===== config.mk =====
export PLATFORM = sky130hd
export DESIGN_NAME = seg_scan_ctrl
export DESIGN_NICKNAME = d
export VERILOG_FILES = /design/src/rtl/seg_scan_ctrl.sv
export SDC_FILE = /design/constraint.sdc
export NUM_CORES = 1
export LEC_CHECK = 0
export CAP_MARGIN = 20
export CORE_AREA = 2 2 98 62
export DETAILED_ROUTE_END_ITERATION = 16
export DIE_AREA = 0 0 100 64
export HOLD_SLACK_MARGIN = 0.15
export PLACE_DENSITY = 0.9
export SKIP_LAST_GASP = 1
export SYNTH_ARGS = -nofsm -noshare
export SYNTH_HDL_FRONTEND = slang
export SYNTH_SLANG_ARGS = --single-unit

===== constraint.sdc =====
create_clock -name clk -period 4.2 [get_ports clk]
set_clock_uncertainty 0.05 [all_clocks]
set_input_delay 0.84 -clock clk [delete_from_list [all_inputs] [get_ports clk]]
set_output_delay 0.84 -clock clk [all_outputs]
set_load 0.02 [all_outputs]

===== src/rtl/seg_scan_ctrl.sv =====
// Time-multiplexed hex scan controller: one shared decoder, one-hot digit drive,
// per-slot blank window, double-buffered display word, leading-zero suppression.
module seg_scan_ctrl #(
    parameter int NUM_DIGITS   = 4,
    parameter int REFRESH_DIV  = 1000,
    parameter int BLANK_CYCLES = 2
) (
    input  logic                    clk,
    input  logic                    rst,
    input  logic                    en,
    input  logic                    load,
    input  logic [4*NUM_DIGITS-1:0] data_in,
    input  logic [NUM_DIGITS-1:0]   dp_in,
    input  logic                    lzs,
    output logic [3:0]              dec_nib,
    output logic [NUM_DIGITS-1:0]   digit_en,
    output logic                    dp_out,
    output logic                    blank,
    output logic                    frame_done
);
    localparam int DIV_W = (REFRESH_DIV > 1) ? $clog2(REFRESH_DIV) : 1;
    localparam int IDX_W = $clog2(NUM_DIGITS);
    localparam logic [DIV_W-1:0] DIV_LAST = DIV_W'(REFRESH_DIV - 1);
    localparam logic [IDX_W-1:0] DIG_LAST = IDX_W'(NUM_DIGITS - 1);

    typedef enum logic [1:0] {IDLE, BLANK, SHOW} state_t;

    state_t                  state_q, state_d;
    logic [DIV_W-1:0]        div_q, div_d;
    logic [IDX_W-1:0]        dig_q, dig_d;
    logic [4*NUM_DIGITS-1:0] active_q, active_d, shadow_q, shadow_d;
    logic [NUM_DIGITS-1:0]   active_dp_q, active_dp_d, shadow_dp_q, shadow_dp_d;
    logic                    pending_q, pending_d;
    logic                    lzs_q, lzs_d;

    logic [3:0]              nib_q, nib_d;
    logic [NUM_DIGITS-1:0]   den_q, den_d;
    logic                    dp_q, dp_d, blank_q, blank_d, fd_q, fd_d;

    logic                    slot_last, frame_end, slot_start, suppress, show;
    logic [NUM_DIGITS-1:0]   zero_above;

    assign slot_last  = (state_q != IDLE) && (div_q == DIV_LAST);
    assign frame_end  = slot_last && (dig_q == DIG_LAST);
    assign slot_start = en && ((state_q == IDLE) || slot_last);

    always_comb begin
        state_d = state_q;
        div_d   = div_q;
        dig_d   = dig_q;
        if (!en) begin
            state_d = IDLE;
            div_d   = '0;
            dig_d   = '0;
        end else if ((state_q == IDLE) || slot_last) begin
            div_d   = '0;
            dig_d   = ((state_q == IDLE) || (dig_q == DIG_LAST)) ? '0 : dig_q + 1'b1;
            state_d = (BLANK_CYCLES == 0) ? SHOW : BLANK;
        end else begin
            div_d   = div_q + 1'b1;
            state_d = (int'(div_d) < BLANK_CYCLES) ? BLANK : SHOW;
        end
    end

    // Shadow captures every load; active only changes in IDLE or at the frame boundary.
    always_comb begin
        shadow_d    = shadow_q;
        shadow_dp_d = shadow_dp_q;
        active_d    = active_q;
        active_dp_d = active_dp_q;
        pending_d   = pending_q;
        if (load) begin
            shadow_d    = data_in;
            shadow_dp_d = dp_in;
        end
        if (state_q == IDLE) begin
            if (load) begin
                active_d    = data_in;
                active_dp_d = dp_in;
                pending_d   = 1'b0;
            end
        end else begin
            if (load) pending_d = 1'b1;
            if (frame_end) begin
                if (load) begin
                    active_d    = data_in;
                    active_dp_d = dp_in;
                end else if (pending_q) begin
                    active_d    = shadow_q;
                    active_dp_d = shadow_dp_q;
                end
                pending_d = 1'b0;
            end
        end
        lzs_d = slot_start ? lzs : lzs_q;
    end

    // zero_above[i]: digit i and all digits above it are zero.
    always_comb begin
        zero_above = '0;
        zero_above[NUM_DIGITS-1] = (active_d[4*NUM_DIGITS-1 -: 4] == 4'd0);
        for (int i = NUM_DIGITS - 2; i >= 0; i--) begin
            zero_above[i] = (active_d[4*i +: 4] == 4'd0) && zero_above[i+1];
        end
    end

    // Output registers are fed from next-state values so they line up with the state.
    always_comb begin
        suppress = lzs_d && (dig_d != '0) && zero_above[dig_d];
        show     = (state_d == SHOW) && !suppress;
        nib_d    = (state_d == IDLE) ? 4'd0 : active_d[4*dig_d +: 4];
        den_d    = show ? (NUM_DIGITS'(1) << dig_d) : '0;
        dp_d     = show ? active_dp_d[dig_d] : 1'b0;
        blank_d  = !show;
        fd_d     = (state_d != IDLE) && (div_d == DIV_LAST) && (dig_d == DIG_LAST);
    end

    always_ff @(posedge clk) begin
        if (rst) begin
            state_q     <= IDLE;
            div_q       <= '0;
            dig_q       <= '0;
            active_q    <= '0;
            active_dp_q <= '0;
            shadow_q    <= '0;
            shadow_dp_q <= '0;
            pending_q   <= 1'b0;
            lzs_q       <= 1'b0;
            nib_q       <= 4'd0;
            den_q       <= '0;
            dp_q        <= 1'b0;
            blank_q     <= 1'b1;
            fd_q        <= 1'b0;
        end else begin
            state_q     <= state_d;
            div_q       <= div_d;
            dig_q       <= dig_d;
            active_q    <= active_d;
            active_dp_q <= active_dp_d;
            shadow_q    <= shadow_d;
            shadow_dp_q <= shadow_dp_d;
            pending_q   <= pending_d;
            lzs_q       <= lzs_d;
            nib_q       <= nib_d;
            den_q       <= den_d;
            dp_q        <= dp_d;
            blank_q     <= blank_d;
            fd_q        <= fd_d;
        end
    end

    assign dec_nib    = nib_q;
    assign digit_en   = den_q;
    assign dp_out     = dp_q;
    assign blank      = blank_q;
    assign frame_done = fd_q;

endmodule


==> impl_results.md <==
- Status: finished clean
- Hold path startpoint: shadow_q[5]$_SDFFE_PP0P_
- Postcts setup bufs: 0
- # rows: 21
- Post-cts resize count: 0
- CP Capture Type: flop
- Via density: 6.253
- Final period utilization: 0.7684
- Sequential element share of the synthesized area: 0.4209
- Area taken by flip-flops and latches: 1341 um2
- Most common cell after layout, fill and taps aside: dfxtp_1
- Area of the multi-input gates: 1730 um2
- Max Cap Viol: 0
- Die Height: 64 um
- ANT cells: 0
- Synth Register Bits: 67
- Final wirelength: 7836 um
- Worst min path class: flop to flop
- Vias in the first global route: 2529
- Worst r2r path cells: 8
- Yosys warns: 0
- Remaining DRCs: 0
- Hold slack: 446.4 ps
- CTS max path bufs: 2
- Initial Util: 0.5831
- Mapped cell area: 3187 um2
- Hold Vio Cnt, Final: 0
- Die area: 6400 um2
- Setup-failing EPs final: 0
- Synth async-reset ratio: 0
- P&R area growth vs syn: 17.12%
- Global route total overflow: 0
- Number of CTS-inserted buffers: 9
- EDFF count, synth: 0
- Most frequent cells in the layout: 67 x dfxtp_1, 65 x nor2_1, 34 x clkdlybuf4s50_1, 22 x mux2i_1, 18 x nand2_1
- Core ar.: 5465 um2
- Die width: 100 um
- Reg clk slew, reported paths: 80 ps
- Antenna violations before repair: 0
- First-pass GRT wire length: 12740 um
- Worst flop-to-flop path endpoint: digit_en[1]$_SDFF_PP0_
- Max H-tree Level: 3
- Worst endpoint required time: 4360 ps
- Non-Filler Instances: 446
- Tightest Pin Transition: 711.1 ps
- Vias: 2789
- Mapped Cells: 345
- GRT Util Overall: 0.2565
- DR iter-0 viols: 350
- Ys flop type: dfxtp_1
- Cell area after placement: 3533 um2
- Share of the synthesized area in the top cell type: 0.4209
- Synth area leaders: dfxtp_1 42%, nor2_1 7.7%, mux2i_1 6.9%
- R2R setup slack: 970 ps
- Fin crit period: 3227 ps
- Final RePlAce weighted congestion: 0.9030
- Share of cells above drive strength 1: 0.1088
- Hold Path Depth: 2
- Fin Setup TNS: 0 ps
- RSZ-0062 raised after global routing: no
- R2r startpoint: div_q[0]$_SDFF_PP0_
- Slew HR: 0.5244
- LEAKAGE: 1.370 nW
- Clock root buffer: clkbuf_8
- Worst-path fanout max: 13
- Critical path type: flop to flop
- Setup ws final: 972.7 ps
- Power per cell area: 373.7 nW/um2
- Peak supply drop: 241.3 uV
- Synthesized Nets: 372
- HPWL Detailed: 5664 um
- Fill count: 426
- Io pins: 36
- Hold buffers post-CTS: 0
- DR WL/cell: 17.57 um
- Number of port buffers: 35
- Critical Path Source Type: flop
- Final instance area: 3732 um2
- DRT Pass-1 Iters: 5
- Cell accounting for the most synthesized area: dfxtp_1
- Crit path DAT: 3380 ps
- Avg Cell Area, Syn: 9.237 um2
- CTS tree: yes
- Synth cell types: 55
- Hold endpoint: shadow_q[5]$_SDFFE_PP0P_
- Placed Instances: 430
- Slew Viols, Final: 0
- CTS sink cnt: 67
- Final ANT Viol Nets: 0
- Dpl ws: 1103 ps
- Clk Latency, worst-skew pair: 350 ps
- Max Clk Rate: 309.9 MHz
- Fin nets: 399
- Largest net degree at the start of global routing: 46
## cell families after synthesis
kind of cell / after synthesis / share of synthesized area
buf+inv: 25 / 0.03612
simple gates: 143 / 0.2179
xor+xnor: 9 / 0.02474
compound gates: 65 / 0.1669
flops: 67 / 0.4209
fa+ha+maj: 2 / 0.007851
mux: 34 / 0.1256
## synth_stat cells, types with 6 or more instances
cell / n
nand2b_1: 6
mux2i_1: 22
nor2_1: 65
xnor2_1: 7
dfxtp_1: 67
mux2_2: 8
clkbuf_1: 11
nand3b_1: 6
nand3_1: 11
nor3_1: 9
nand2_1: 18
a21oi_1: 13
o21ai_0: 6
## flip-flops by register name, summed over array words and instances, names as in the netlist
name         flops
active_q        16
shadow_q        16
div_q           10
active_dp_q      4
dec_nib          4
digit_en         4
shadow_dp_q      4
dig_q            2
state_q          2
blank            1
dp_out           1
frame_done       1
lzs_q            1
pending_q        1
## power by group
group / switching [mW] / internal [mW]
registers: 0.0184 / 0.665
logic: 0.0898 / 0.0791
clock network: 0.264 / 0.278
total: 0.373 / 1.02
## worst max-delay path by stage
| stage | startpoint | end | slack [ps] | cells after the start |
|---|---|---|---|---|
| floorplan | load | dp_out$_SDFF_PP0_ | 1620 | 7 |
| global placement | load | dp_out$_SDFF_PP0_ | 1230 | 7 |
| detailed placement | div_q[0]$_SDFF_PP0_ | digit_en[1]$_SDFF_PP0_ | 1100 | 8 |
| CTS | div_q[0]$_SDFF_PP0_ | digit_en[1]$_SDFF_PP0_ | 1090 | 8 |
| global route | div_q[0]$_SDFF_PP0_ | digit_en[1]$_SDFF_PP0_ | 830 | 8 |
| finish | div_q[0]$_SDFF_PP0_ | digit_en[1]$_SDFF_PP0_ | 970 | 8 |
## per-stage QoR
stage	util	power (mW)
4_1_cts	0.6829	1.396
2_1_floorplan	-	0.8011
3_5_place_dp	0.6465	0.8619
3_3_place_gp	0.6465	0.8544
6_report	0.6829	1.395
5_1_grt	0.6829	1.447
## routing by layer
metal / global-route usage / part of all wire
met5: 0 / 0
met1: 0.3686 / 0.46
met4: 0.09075 / 0.016
met3: 0.06565 / 0.099
met2: 0.3733 / 0.42
## final cells by class
class	count	area share
Clock inverter	7	0.02011
Tap cell	69	0.02313
Clock buffer	9	0.03319
Multi-Input combinational cell	253	0.4636
Sequential cell	67	0.3594
Inverter	4	0.004023
Timing Repair Buffer	37	0.09655
## worst max-delay path, stage by stage (launching register included)
cell,delay [ps]
dfxtp_1,370
ha_1,330
and4_1,210
a31oi_2,610
nor2_1,240
o221ai_1,470
nand3_1,230
o41ai_4,470
nor3_1,90
(Power assumes the default switching activity.)
==> RTL edit 1: new RTL, config.mk and constraints unchanged <==
The parameter `REFRESH_DIV` goes from 1000 to 500.
--- a/src/rtl/seg_scan_ctrl.sv
+++ b/src/rtl/seg_scan_ctrl.sv
@@ -3,5 +3,5 @@
 module seg_scan_ctrl #(
     parameter int NUM_DIGITS   = 4,
-    parameter int REFRESH_DIV  = 1000,
+    parameter int REFRESH_DIV  = 500,
     parameter int BLANK_CYCLES = 2
 ) (
Check against the original RTL: no difference found for any inputs over 10 cycles, from zero or initial values and one cycle with rst high; that may be too few to reach the edited logic, so the function may still have changed.
==> RTL edit 1 against the original RTL <==
Routed wire length up 9.3%. Total power up 12%. Worst setup slack better by 0.37 ns. Sequential cell count down 1. Final area up 0.60%. Count of clock-buffer cells in the layout up 1. Critical path depth unchanged. Synthesized area down 2.3%. Critical path type unchanged. Critical endpoint is now dec_nib[2]$_SDFF_PP0_. Largest power group is now the clock network.
==> RTL edit 1: results <==
sta:
  max_slew_margin_pct: 31.3
logic_synthesis:
  synth_area_leaders: "dfxtp_1, mux2i_1, nor2_1"
  syn_inst: 346
  synth_compound_area_share_pct: 16.4
  synthMuxAreaShare_pct: 9.81
  synth_common_cells: "dfxtp_1, nor2_1, mux2i_1"
  synth-xor-area-share_pct: 2.25
  yosys_warnings: 0
  synthAdderAreaFrac_pct: 0.804
  async_flop_share_pct: 0
  ys_types: 56
  syn_nets: 373
  synth.yosys.seq_area_share_pct: 42.4
  synthFlopType: "dfxtp_1"
clock_network:
  htree_levels: 3
  cts_resized: 0
  root_buffer: "clkbuf_8"
  clkLatencyLatePin_ns: 0.35
  clockBufferDepth: 2
  postCtsSetupBuffers: 0
  cts.clk_slew.worst_paths_ns: 0.08
  cts_made_buffers: 9
finish:
  diodes: 0
  nNetsFinal: 404
  reg_top3: "active_q (16), shadow_q (16), div_q (9)"
  finalNonFillerCells: 451
  drive_above_1_share_pct: 9.42
placement:
  hpwl_microns: 5830
  finalWeightedCongestion: 0.919
  dpl_worst_slack_ns: 1.17
  port_buffers: 35
  dp_cells: 435
min_path:
  worstHoldPathType: "flop to flop"
  min_from: "shadow_q[6]$_SDFFE_PP0P_"
route:
  vias_per_cell: 6.32
  routed_wl_microns: 8560
  dr.pass1.iters: 6
  first_iter_violations: 488
worst_setup_path:
  cp_max_fo: 7
  cpPeakStageDelay_ns: 0.56
  crit_slowest_cell: "or3_1"
  cp-startpoint: "div_q[0]$_SDFF_PP0_"
  critPathArrivalTime_ns: 3.05
  reg2reg_from: "div_q[0]$_SDFF_PP0_"
grt:
  grt_pass1_wl_microns: 13600
  grt_max_degree: 46
  grt_usage_pct: 28.0
  antenna_found_initial: 0
  first_global_vias: 2637
outcome:
  status: "finished, final reports clean"
power:
  irDropWorstVdd_v: 0.000177
  p_leak_nw: 1.49
-- RTL edit 1: cell type report --
type | instances | area (sq um)
Clock buffer | 10 | 138
Clock inverter | 6 | 138
Fill cell | 426 | 1710
Inverter | 4 | 15.0
Multi-Input combinational cell | 257 | 1680
Sequential cell | 66 | 1320
Tap cell | 69 | 86.3
Timing Repair Buffer | 39 | 375
-- RTL edit 1: critical path, delay by kind of cell (launching register included) --
family,cells,cell delay (ns)
AO/OA/AOI/OAI,2,0.52
flip-flops,1,0.42
AND/OR/NAND/NOR,5,1.38
adder cells (fa/ha/maj),1,0.38
-- RTL edit 1: power breakdown --
part	internal, mW	total [mW]	switching, mW
logic	0.0713	0.160	0.0890
clock network	0.473	0.732	0.259
registers	0.655	0.674	0.0195
total	1.20	1.57	0.368
-- RTL edit 1: path summary, 6_finish.rpt --
kind | to | slack, ns | depth (start not counted)
max | dec_nib[2]$_SDFF_PP0_ | 1.34 | 8
min | shadow_q[6]$_SDFFE_PP0P_ | 0.43 | 2
max reg2reg | dec_nib[2]$_SDFF_PP0_ | 1.34 | 8
min reg2reg | shadow_q[6]$_SDFFE_PP0P_ | 0.43 | 2
-- RTL edit 1: kinds of logic (layout without fill, tap and decap cells) --
kind of cell	after synthesis	after routing
fa+ha+maj	2	2
xor+xnor	8	8
compound gates	66	66
mux	30	30
simple gates	151	151
flops	66	66
buf+inv	23	59
-- RTL edit 1: per-stage QoR --
stage | power [mW] | hold slack [ns] | instance area (sq um)
2_1_floorplan | 0.778 | 0.395 | 3110
3_3_place_gp | 0.835 | 0.417 | 3480
3_5_place_dp | 0.839 | 0.415 | 3480
4_1_cts | 1.56 | 0.429 | 3750
5_1_grt | 1.61 | 0.457 | 3750
6_report | 1.57 | 0.428 | 3750
-- RTL edit 1: routing by layer --
metal	wire length, microns	GRT usage, %	vias up
li1	-	-	1316
met4	154	8.39	0
met2	3570	40.0	185
met1	3880	38.9	1333
met5	0	0	-
met3	952	10.9	18
==> RTL edit 2: new RTL, config.mk and constraints unchanged <==
Made on the original files. Register the output `frame_done` once more, cleared by the reset; this adds one clock of latency there. The other outputs are not delayed to match.
--- a/src/rtl/seg_scan_ctrl.sv
+++ b/src/rtl/seg_scan_ctrl.sv
@@ -154,5 +154,11 @@
     assign dp_out     = dp_q;
     assign blank      = blank_q;
-    assign frame_done = fd_q;
+    always_ff @(posedge clk) begin
+        if (rst) begin
+            frame_done <= '0;
+        end else begin
+            frame_done <= fd_q;
+        end
+    end
 
 endmodule
Behaviour: same outputs for any inputs over 10 cycles, from zero or initial values and one cycle with rst high; that may be too few to reach the edited logic, so the function may still have changed.
==> RTL edit 2 against the original RTL <==
Sequential cell count increased by 1. Synthesized area is 4.3% higher. Routed wire length decreased by 0.96%. Die area unchanged. Non-clock buffer count up 2. Final area rose by 2.3%. Largest power group unchanged. Worst hold slack worse by 0.044 ns. Critical path type unchanged. Worst setup slack got worse by 0.060 ns. Total power decreased by 1.6%. Clock power is 5.5% lower. Sequential share of layout area down 0.30 points.
==> RTL edit 2: results <==
power:
  irDropWorstVdd_v: 0.000186
  p_leak_nw: 1.47
  powerClk_mw: 0.512
  clkPwrFrac_pct: 37.3
outcome:
  status: "finished, final reports clean"
finish:
  fillers: 434
  buffers: 39
  drive_above_1_share_pct: 10.3
  area_share_nonclk_buffers_pct: 9.83
  clk_share_pct: 4.75
  n_clock_buffer: 10
  seq_cells: 68
  multi_input_area_share_pct: 46.9
grt:
  grt_max_degree: 47
  first_global_vias: 2623
  met3_usage_pct: 7.88
logic_synthesis:
  synth_area_leaders: "dfxtp_1, mux2i_1, nor2_1"
  synthAdderAreaFrac_pct: 0.753
  synth-xor-area-share_pct: 2.63
  synth_compound_area_share_pct: 15.4
  syn_inst: 362
placement:
  dp_cells: 443
route:
  first_iter_violations: 250
worst_setup_path:
  critPathArrivalTime_ns: 3.49
  cpPeakStageDelay_ns: 0.48
  cp_max_fo: 20
-- RTL edit 2: cell types whose count changed after synthesis, moves of 7 or more --
cell / unedited run / this run
nor2_1: 65 / 55
mux2i_1: 22 / 32
mux2_2: 8 / 1
nand2_1: 18 / 25
a21oi_1: 13 / 5
nor3_1: 9 / 16
-- RTL edit 2: logic make-up after synthesis --
family | Yosys count
AO/OA/AOI/OAI | 62
XOR/XNOR | 10
adder cells (fa/ha/maj) | 2
buffers and inverters | 33
flip-flops | 68
multiplexers | 34
AND/OR/NAND/NOR | 153
-- RTL edit 2: final timing paths --
kind                             from                     end  slack, ns  cells after the start
setup reg to reg  dig_q[0]$_SDFF_PP0_  digit_en[1]$_SDFF_PP0_       0.91                      9
hold / removal        fd_q$_SDFF_PP0_   frame_done$_SDFF_PP0_       0.40                      1
setup / recovery  dig_q[0]$_SDFF_PP0_  digit_en[1]$_SDFF_PP0_       0.91                      9
hold reg to reg       fd_q$_SDFF_PP0_   frame_done$_SDFF_PP0_       0.40                      1
